`src/rtl/easy_fifo_axis_downsizer.sv`:
```
// -----------------------------------------------------------------------------
// easy_fifo_axis_downsizer
//
// AXI-Stream width down-converter for the read side of easy_fifo_axis_async,
// running in the FIFO's m_axis_clk domain. Each accepted wide word is replayed
// as DWIDTH_IN/DWIDTH_OUT narrow beats, least-significant slice first. When the
// last slice of a word leaves on the same edge a new word arrives, the new word
// loads directly, so a steady source and sink see one beat per cycle.
//
// Optional feature macro: EASY_FIFO_DOWNSIZER_TLAST_EN
//   defined   -> s_axis_tlast / m_axis_tlast exist; tlast marks the final
//                slice of a word tagged last.
//   undefined -> no tlast ports and no tlast register.
//
// Parameters:
//   DWIDTH_IN   wide input word width (integer multiple of DWIDTH_OUT)
//   DWIDTH_OUT  narrow output beat width (>= 1)
//
// Ports:
//   clk            single clock (the FIFO's m_axis_clk)
//   rst_n          asynchronous active-low reset
//   s_axis_tdata   wide word from the FIFO
//   s_axis_tvalid  wide word valid
//   s_axis_tready  wide word accepted when high together with s_axis_tvalid
//   s_axis_tlast   end-of-packet on the wide word (macro only)
//   m_axis_tdata   narrow beat
//   m_axis_tvalid  narrow beat valid
//   m_axis_tready  downstream ready
//   m_axis_tlast   end-of-packet on the narrow beat (macro only)
// -----------------------------------------------------------------------------
module easy_fifo_axis_downsizer #(
   parameter int DWIDTH_IN  = 32,
   parameter int DWIDTH_OUT = 8
) (
   input  logic                  clk,
   input  logic                  rst_n,
   input  logic [DWIDTH_IN-1:0]  s_axis_tdata,
   input  logic                  s_axis_tvalid,
   output logic                  s_axis_tready,
`ifdef EASY_FIFO_DOWNSIZER_TLAST_EN
   input  logic                  s_axis_tlast,
   output logic                  m_axis_tlast,
`endif
   output logic [DWIDTH_OUT-1:0] m_axis_tdata,
   output logic                  m_axis_tvalid,
   input  logic                  m_axis_tready
);

   localparam int RATIO  = DWIDTH_IN / DWIDTH_OUT;
   localparam int CWIDTH = (RATIO > 1) ? $clog2(RATIO) : 1;

   generate
      if (DWIDTH_OUT < 1 || (DWIDTH_IN % DWIDTH_OUT) != 0) begin : g_bad_width
         $error("easy_fifo_axis_downsizer: DWIDTH_IN must be a multiple of DWIDTH_OUT");
      end
   endgenerate

   logic [DWIDTH_IN-1:0] hold;
   logic                 full;
   logic [CWIDTH-1:0]    cnt;
   logic                 last_beat;
   logic                 in_acc;
   logic                 out_acc;

   assign last_beat = (cnt == CWIDTH'(RATIO - 1));

   // rst_n is folded in so the upstream FIFO sees "not ready" for the whole
   // time reset is asserted, independent of any clock edge.
   assign s_axis_tready = rst_n & (~full | (m_axis_tready & last_beat));
   assign m_axis_tvalid = full;

   assign in_acc  = s_axis_tvalid & s_axis_tready;
   assign out_acc = full & m_axis_tready;

   // An input accept while full can only happen on the last beat's hand-off,
   // so giving it priority covers both the idle load and the no-bubble reload.
   always_ff @(posedge clk or negedge rst_n) begin
      if (!rst_n) begin
         // NOTE: hold is a data register, but it is reset anyway because
         // m_axis_tdata must read zero while reset is asserted.
         hold <= '0;
         full <= 1'b0;
         cnt  <= '0;
      end else if (in_acc) begin
         // NOTE: non-blocking assignments keep every register sampling the
         // pre-edge values, so hold/full/cnt update as one consistent state.
         hold <= s_axis_tdata;
         full <= 1'b1;
         cnt  <= '0;
      end else if (out_acc) begin
         if (last_beat) begin
            full <= 1'b0;
            cnt  <= '0;
         end else begin
            cnt  <= cnt + CWIDTH'(1);
         end
      end
   end

   // Slice mux: driven only from registers, no path from s_axis_*.
   generate
      if (RATIO == 1) begin : g_passthrough
         assign m_axis_tdata = hold;
      end else begin : g_slice
         logic [RATIO-1:0][DWIDTH_OUT-1:0] slices;
         assign slices       = hold;
         assign m_axis_tdata = slices[cnt];
      end
   endgenerate

`ifdef EASY_FIFO_DOWNSIZER_TLAST_EN
   logic last_q;

   always_ff @(posedge clk or negedge rst_n) begin
      if (!rst_n) begin
         last_q <= 1'b0;
      end else if (in_acc) begin
         last_q <= s_axis_tlast;
      end
   end

   assign m_axis_tlast = full & last_q & last_beat;
`endif

endmodule

```
`config.mk`:
```
export PLATFORM = sky130hd
export DESIGN_NAME = easy_fifo_axis_downsizer
export DESIGN_NICKNAME = d
export VERILOG_FILES = /design/src/rtl/easy_fifo_axis_downsizer.sv
export SDC_FILE = /design/constraint.sdc
export NUM_CORES = 1
export LEC_CHECK = 0
export ABC_AREA = 1
export CORE_MARGIN = 2
export CORE_UTILIZATION = 40
export CTS_BUF_LIST = sky130_fd_sc_hd__clkbuf_4 sky130_fd_sc_hd__clkbuf_8 sky130_fd_sc_hd__clkbuf_16
export CTS_CLUSTER_SIZE = 25
export DETAILED_ROUTE_END_ITERATION = 7
export PLACE_DENSITY = 0.7
export SYNTH_ARGS = -nofsm -noshare
export SYNTH_HDL_FRONTEND = slang
export SYNTH_SLANG_ARGS = --single-unit
```
`constraint.sdc`:
```
create_clock -name clk -period 1.3 [get_ports clk]
set_clock_uncertainty 0.1 [all_clocks]
set_input_delay 0.195 -clock clk [delete_from_list [all_inputs] [get_ports clk]]
set_output_delay 0.195 -clock clk [all_outputs]
set_load 0.02 [all_outputs]
```
==> impl_results.md, run 1 <==
* Crit path top cell by count: buf_6
* Layout cells sized above 1 at 0.1851
* Slowest stage delay, CP at around 0.45 ns
* Critical path arrival at between 1 and 1.5 ns
* Clock-pin slew on the worst setup and hold paths at around 0.07 ns
* Status: finished with violations
* CTS Buffer Depth at 2
* DRC viols at 0
* Placement-stage cell area at around 2400 sq um
* Worst-margin pin slew at 0.3840 ns
* Post-Synth XOR/XNOR Area at 0
* EDFF count, synth at 0
* Startpoint types: register
* # port buffers at between 40 and 50
* Final hold violations at 35
* Setup bufs post-CTS at 0
* Top FF cell, synth: dfrtp_1
* First DRT Iteration DRCs at 93
* Commonest cells in the netlist: nand2_1 (91), dfrtp_1 (35), nand4_1 (32), inv_1 (19), buf_2 (16)
* # nets final at ~320
* Critical Path Fanout Max at 6
* # rows at 24
* Seq cells post-synth at 35
* VDD IR-drop max at slightly above 0.8 mV
* YS warnings at 0
* GRT Total Usage at 0.1945
* Clk_lat worst skew at between 0.2 and 0.3 ns
* Delay-heaviest family, CP: flip-flops
* PwrDens at around 2400 nW/um^2
* Final Critical Period at 1.661 ns
* Leakage at about 1.3 nW
* Initial antenna violation count at 0
* Area fraction in compound gates after synthesis at 0.08189
* Post-Syn Area at 1803 sq um
* Area share of and/or/nand/nor cells after synthesis at 0.3185
* CP max-delay cell: dfrtp_2
* Min Hold Slack at -0.06324 ns
* Die Y at 71.14 microns
* Cell Count Post-Placement at 323
* CTS tree: built
* Cells after Synth at roughly 230
* First-pass GRT wire length at around 7.5 mm
* Largest family of logic cells by synthesized area: simple AND/OR/NAND/NOR gates
* DPL Wire Length at ~3.1 mm
* Grt ovf at 0
* Final Non-Filler Cells at roughly 330
* CP cell instances: buf_6 -> o211ai_1 -> nand2_1 -> buf_6
* Post-DRT Antenna Nets at 0
* Final wirelength at between 4 and 5 mm
* Most common cell in the synthesized netlist: nand2_1
* Via count at ~1700
* RSZ-0062 raised after global routing: true
* Core Region at between 4000 and 5000 sq um
* Inserted Diodes at 0
* Avg Vias per Cell at 5.069
* P&R area growth vs syn at 41.01%
* Largest cells by area after synthesis: dfrtp_1 (49%), nand2_1 (19%), nand4_1 (11%)
* Post-Synth Adder-Cell Area at 0.006940
* CTS Sinks at 35
* WL/cell at ~14 microns
* Vias in the first global route at between 1500 and 2000
* Buffers & Inverters on Critical Path at 2
* Mux cell area share after synthesis at 0
* Min-delay worst type: in2async
* Maximum clock frequency at 0.6021 GHz
* Final instance area at 2542 sq um
* Failing checks: hold timing, setup timing
* Relative slew margins at 0.7440
* Largest net degree at the start of global routing at 36
* Io pins at between 40 and 50
* Critical path class: reg2out
* Die ar. at roughly 5100 sq um
* First-pass iteration count of the detailed router at 4
* Register area share after synthesis at 0.4858
* Max Slew Vio Count at 0
* Post-synth ARST share at 1.000
* CP Capture Type: output pin
* Largest area contributor in the netlist: dfrtp_1
* Period utilization at 1.278
* Avg Cell Area, Syn at around 8.0 sq um
* Horiz. Die Dim at around 71 microns
* Num CTS Buffers at 5
* Synth Net Count at 263
* Synth unique cells at 15
* H-Tree Level Count at 2
* Routability Congestion at just under 0.8
* CP Data Required Time at 1.00 ns
* Final setup viols at between 40 and 50
* Share of the synthesized area in the top cell type at 0.4858
* Root buf cell: clkbuf_8
* Initial core utilization at 0.4141
* Max-Cap Viols at 0
* PnR worst setup slack at -0.3610 ns
-- layout by cell type (no fill, tap or decap), drive strengths merged --
| cell | count |
|---|---|
| dfrtp | 35 |
| nand2 | 92 |
| a21oi | 8 |
| o211ai | 8 |
| buf | 33 |
| a21boi | 1 |
| inv | 19 |
| o21ai | 8 |
| clkdlybuf4s50 | 34 |
| nand4 | 32 |
| clkbuf | 8 |
| nand3 | 1 |
| ha | 1 |
| nor2 | 1 |
-- kinds of logic after synthesis --
logic type,Yosys count
simple gates,126
buf+inv,39
flops,35
fa+ha+maj,1
compound gates,25
-- report_power, final --
part	leakage, nW	total (mW)	internal (mW)	switching (mW)
Combinational	0.800	3.07	1.43	1.64
Sequential	0.432	2.02	1.64	0.375
Clock	0.0549	0.900	0.505	0.395
-- per-layer routing --
metal / up-vias / GRT usage / wire [microns]
li1: 856 / - / -
met3: 10 / 0.04701 / 186
met4: 0 / 0.09224 / 136
met2: 43 / 0.3094 / 2141
met5: - / 0 / 0
met1: 779 / 0.2500 / 2081
-- tightest hold or removal path, stage by stage --
cell   delay (ns)
buf_2        0.08
buf_4        0.12
buf_4        0.34
-- final timing paths --
| kind | startpoint | to | slack (ns) | cells after the start |
|---|---|---|---|---|
| max in group asynchronous | rst_n | g_slice.slices[17]$_DFFE_PN0P_ | 0.87 | 3 |
| worst max register to register | cnt[0]$_DFFE_PN0P_ | g_slice.slices[21]$_DFFE_PN0P_ | -0.25 | 8 |
| worst min register to register | g_slice.slices[3]$_DFFE_PN0P_ | g_slice.slices[3]$_DFFE_PN0P_ | 0.37 | 2 |
| min in group clk | s_axis_tdata[18] | g_slice.slices[18]$_DFFE_PN0P_ | 0.36 | 3 |
| worst min-delay path | rst_n | g_slice.slices[3]$_DFFE_PN0P_ | -0.06 | 3 |
| worst max-delay path | cnt[0]$_DFFE_PN0P_ | m_axis_tdata[3] | -0.36 | 4 |
-- what timing repair did --
| action | CTS | global route |
|---|---|---|
| hold endpoints to repair | 35 | 35 |
| cloned | 2 | 0 |
| pin swaps | 1 | 6 |
| setup endpoints to repair | 45 | 44 |
| gates resized for setup | 64 | 13 |
-- layout make-up --
class	count	area (sq um)
tap	52	65.06
multi-input combinational	152	758.2
sequential	35	878.3
inverter	19	71.32
timing repair buffer	67	665.6
clock buffer	8	103.9
fill	381	1812
-- per-stage QoR --
step	utilization	hold WS, ns	TNS, ns	power, mW	worst slack, ns
after floorplan	-	-0.2006	0	3.651	0.001037
after global placement	0.5437	0.2427	-12.58	4.784	-0.4706
after detailed placement	0.5437	0.2524	-13.27	4.869	-0.5239
after CTS	0.5776	-0.06501	-12.17	5.939	-0.3673
after global routing	0.5839	-0.03136	-14.92	6.433	-0.4045
final	0.5839	-0.06324	-11.18	5.990	-0.3610
-- flip-flops by register name, indices dropped and copies added, names as in the netlist --
name / flops
m_axis_tvalid: 1
cnt: 2
g_slice.slices: 32
Note: power is estimated with default switching activity, not from simulation.
==> inputs of run 2 (changes only) <==
Clock period 1.3 ns to 1.5 ns, I/O delays scaled along.
==> impl_results.md, run 2 (synthesized netlist as in run 1, its figures left out) <==
* Final hold violations at 21
* Sw power at ~2.1 mW
* DPL Wire Length at about 3.0 mm
* GRT Total Usage at 0.1949
* Initial antenna violation count at 0
* Grt ovf at 0
* First-pass iteration count of the detailed router at 4
* Clk_lat worst skew at just under 0.3 ns
* RSZ-0062 raised after global routing: true
* Setup WS pre-CTS at -0.3927 ns
* Final wirelength at approximately 4.7 mm
* Clock-pin slew on the worst setup and hold paths at roughly 0.070 ns
* Failing checks: hold timing, setup timing
* CP Capture Type: output pin
* Max-Cap Viols at 0
* Initial core utilization at 0.4141
* Leakage at about 1.3 nW
* Final Critical Period at ~1.8 ns
* Relative slew margins at 0.6398
* Min Hold Slack at -0.08525 ns
* Critical Path Stages at 4
* Internal at between 3 and 4 mW
* Critical Path Fanout Max at 8
* Min-delay worst type: in2async
* Core Util, Final at 0.5954
* WL/cell at about 14 microns
* CTS Sinks at 35
* Inserted Diodes at 0
* Most common cell after layout, fill and taps aside: nand2_1
* First DRT Iteration DRCs at a little under 90
* Power after layout at between 5 and 6 mW
* Final setup viols at 44
* PwrDens at around 2100 nW/um^2
* Layout cells sized above 1 at 0.1708
* CTS Buffer Depth at 2
* First-pass GRT wire length at about 7.6 mm
* H-Tree Level Count at 2
* Routability Congestion at 0.8175
* Root buf cell: clkbuf_8
* Reg area at approximately 900 sq um
* Maximum clock frequency at approximately 0.57 GHz
* Core Region at 4354 sq um
* Via count at 1684
* Final instance area at 2592 sq um
* Clock power share at 0.162
* DRC viols at 0
* Switching share of power at 0.3907
* Vias in the first global route at 1695
* Worst-margin pin slew at 0.5403 ns
* # port buffers at 45
* Largest net degree at the start of global routing at 49
* Cell Count Post-Placement at 321
* Final Non-Filler Cells at ~330
* Critical path arrival at between 1 and 1.5 ns
* Max Slew Vio Count at 0
* # rows at 24
* CP max-delay cell: dfrtp_2
* CTS tree: built
* Io pins at between 40 and 50
* Horiz. Die Dim at 71.14 microns
* P&R area growth vs syn at 43.79%
* VDD IR-drop max at between 0.7 and 0.8 mV
* Multi-input combinational cell area at roughly 750 sq um
* Reg2Reg Depth at 8
* Num CTS Buffers at 5
* Die ar. at approximately 5100 sq um
* Setup_tns at -6.458 ns
* # nets final at around 320
* CP cell instances: clkbuf_16 -> o211ai_1 -> nand2_1 -> buf_6
* Period utilization at 1.170
* PnR worst setup slack at -0.2555 ns
* Buffers & Inverters on Critical Path at 2
* Internal reg-to-reg setup slack at -0.17 ns
* # fillers at roughly 400
* Slowest stage delay, CP at approximately 0.48 ns
* Placement-stage cell area at between 2000 and 2500 sq um
* Max reg flops at 32
* Combinational power share at 0.520
* Startpoint types: register
* Avg Vias per Cell at ~5.1
* Die Y at 71.14 microns
* Post-DRT Antenna Nets at 0
* Critical path class: reg2out
* CP Data Required Time at between 1 and 1.5 ns
* Most frequent cells in the layout: nand2_1 (91), dfrtp_1 (34), clkdlybuf4s50_1 (34)
* Status: finished with violations
* Delay-heaviest family, CP: flip-flops
* Seq pwr share at 0.318
## run 2: cell types whose count changed in the layout (fill, tap and decap cells not counted), sizes merged
cell	previous run	this run
buf	33	30
bufinv	0	1
clkinv	0	1
dlygate4sd2	0	1
## run 2: area by class of cell
type / count / share of cell area
clock buffer: 6 / 0.03185
clock inverter: 2 / 0.01351
inverter: 19 / 0.02751
multi-input combinational: 152 / 0.2901
sequential: 35 / 0.3383
tap: 52 / 0.02510
timing repair buffer: 67 / 0.2736
## run 2: repair_timing
| action | in CTS | in global routing |
|---|---|---|
| buffers inserted | 0 | 1 |
| resized for setup | 56 | 14 |
| pin swaps | 3 | 5 |
| endpoints found under the setup margin | 44 | 44 |
| cloned | 1 | 2 |
| hold endpoints to repair | 21 | 21 |
## run 2: layer usage
layer / up-vias / share of wire / global-route usage
li1: 853 / - / -
met1: 768 / 0.44 / 0.2523
met2: 51 / 0.48 / 0.3115
met3: 12 / 0.051 / 0.05983
met4: 0 / 0.029 / 0.06709
met5: - / 0 / 0
## run 2: path summary, 6_finish.rpt
check / from / end
worst max register to register: cnt[0]$_DFFE_PN0P_ / g_slice.slices[5]$_DFFE_PN0P_
worst min register to register: g_slice.slices[24]$_DFFE_PN0P_ / g_slice.slices[24]$_DFFE_PN0P_
min in group clk: g_slice.slices[24]$_DFFE_PN0P_ / g_slice.slices[24]$_DFFE_PN0P_
worst max-delay path: cnt[0]$_DFFE_PN0P_ / m_axis_tdata[7]
max in group asynchronous: rst_n / cnt[0]$_DFFE_PN0P_
worst min-delay path: rst_n / g_slice.slices[12]$_DFFE_PN0P_
## run 2: power by group through the flow
| stage | combinational [mW] | sequential [mW] | clock [mW] |
|---|---|---|---|
| after floorplan | 1.50 | 1.64 | 0 |
| after global placement | 2.46 | 1.69 | 0 |
| after detailed placement | 2.51 | 1.71 | 0 |
| after CTS | 2.60 | 1.69 | 0.890 |
| after global routing | 3.12 | 1.78 | 0.946 |
| final | 2.83 | 1.73 | 0.882 |
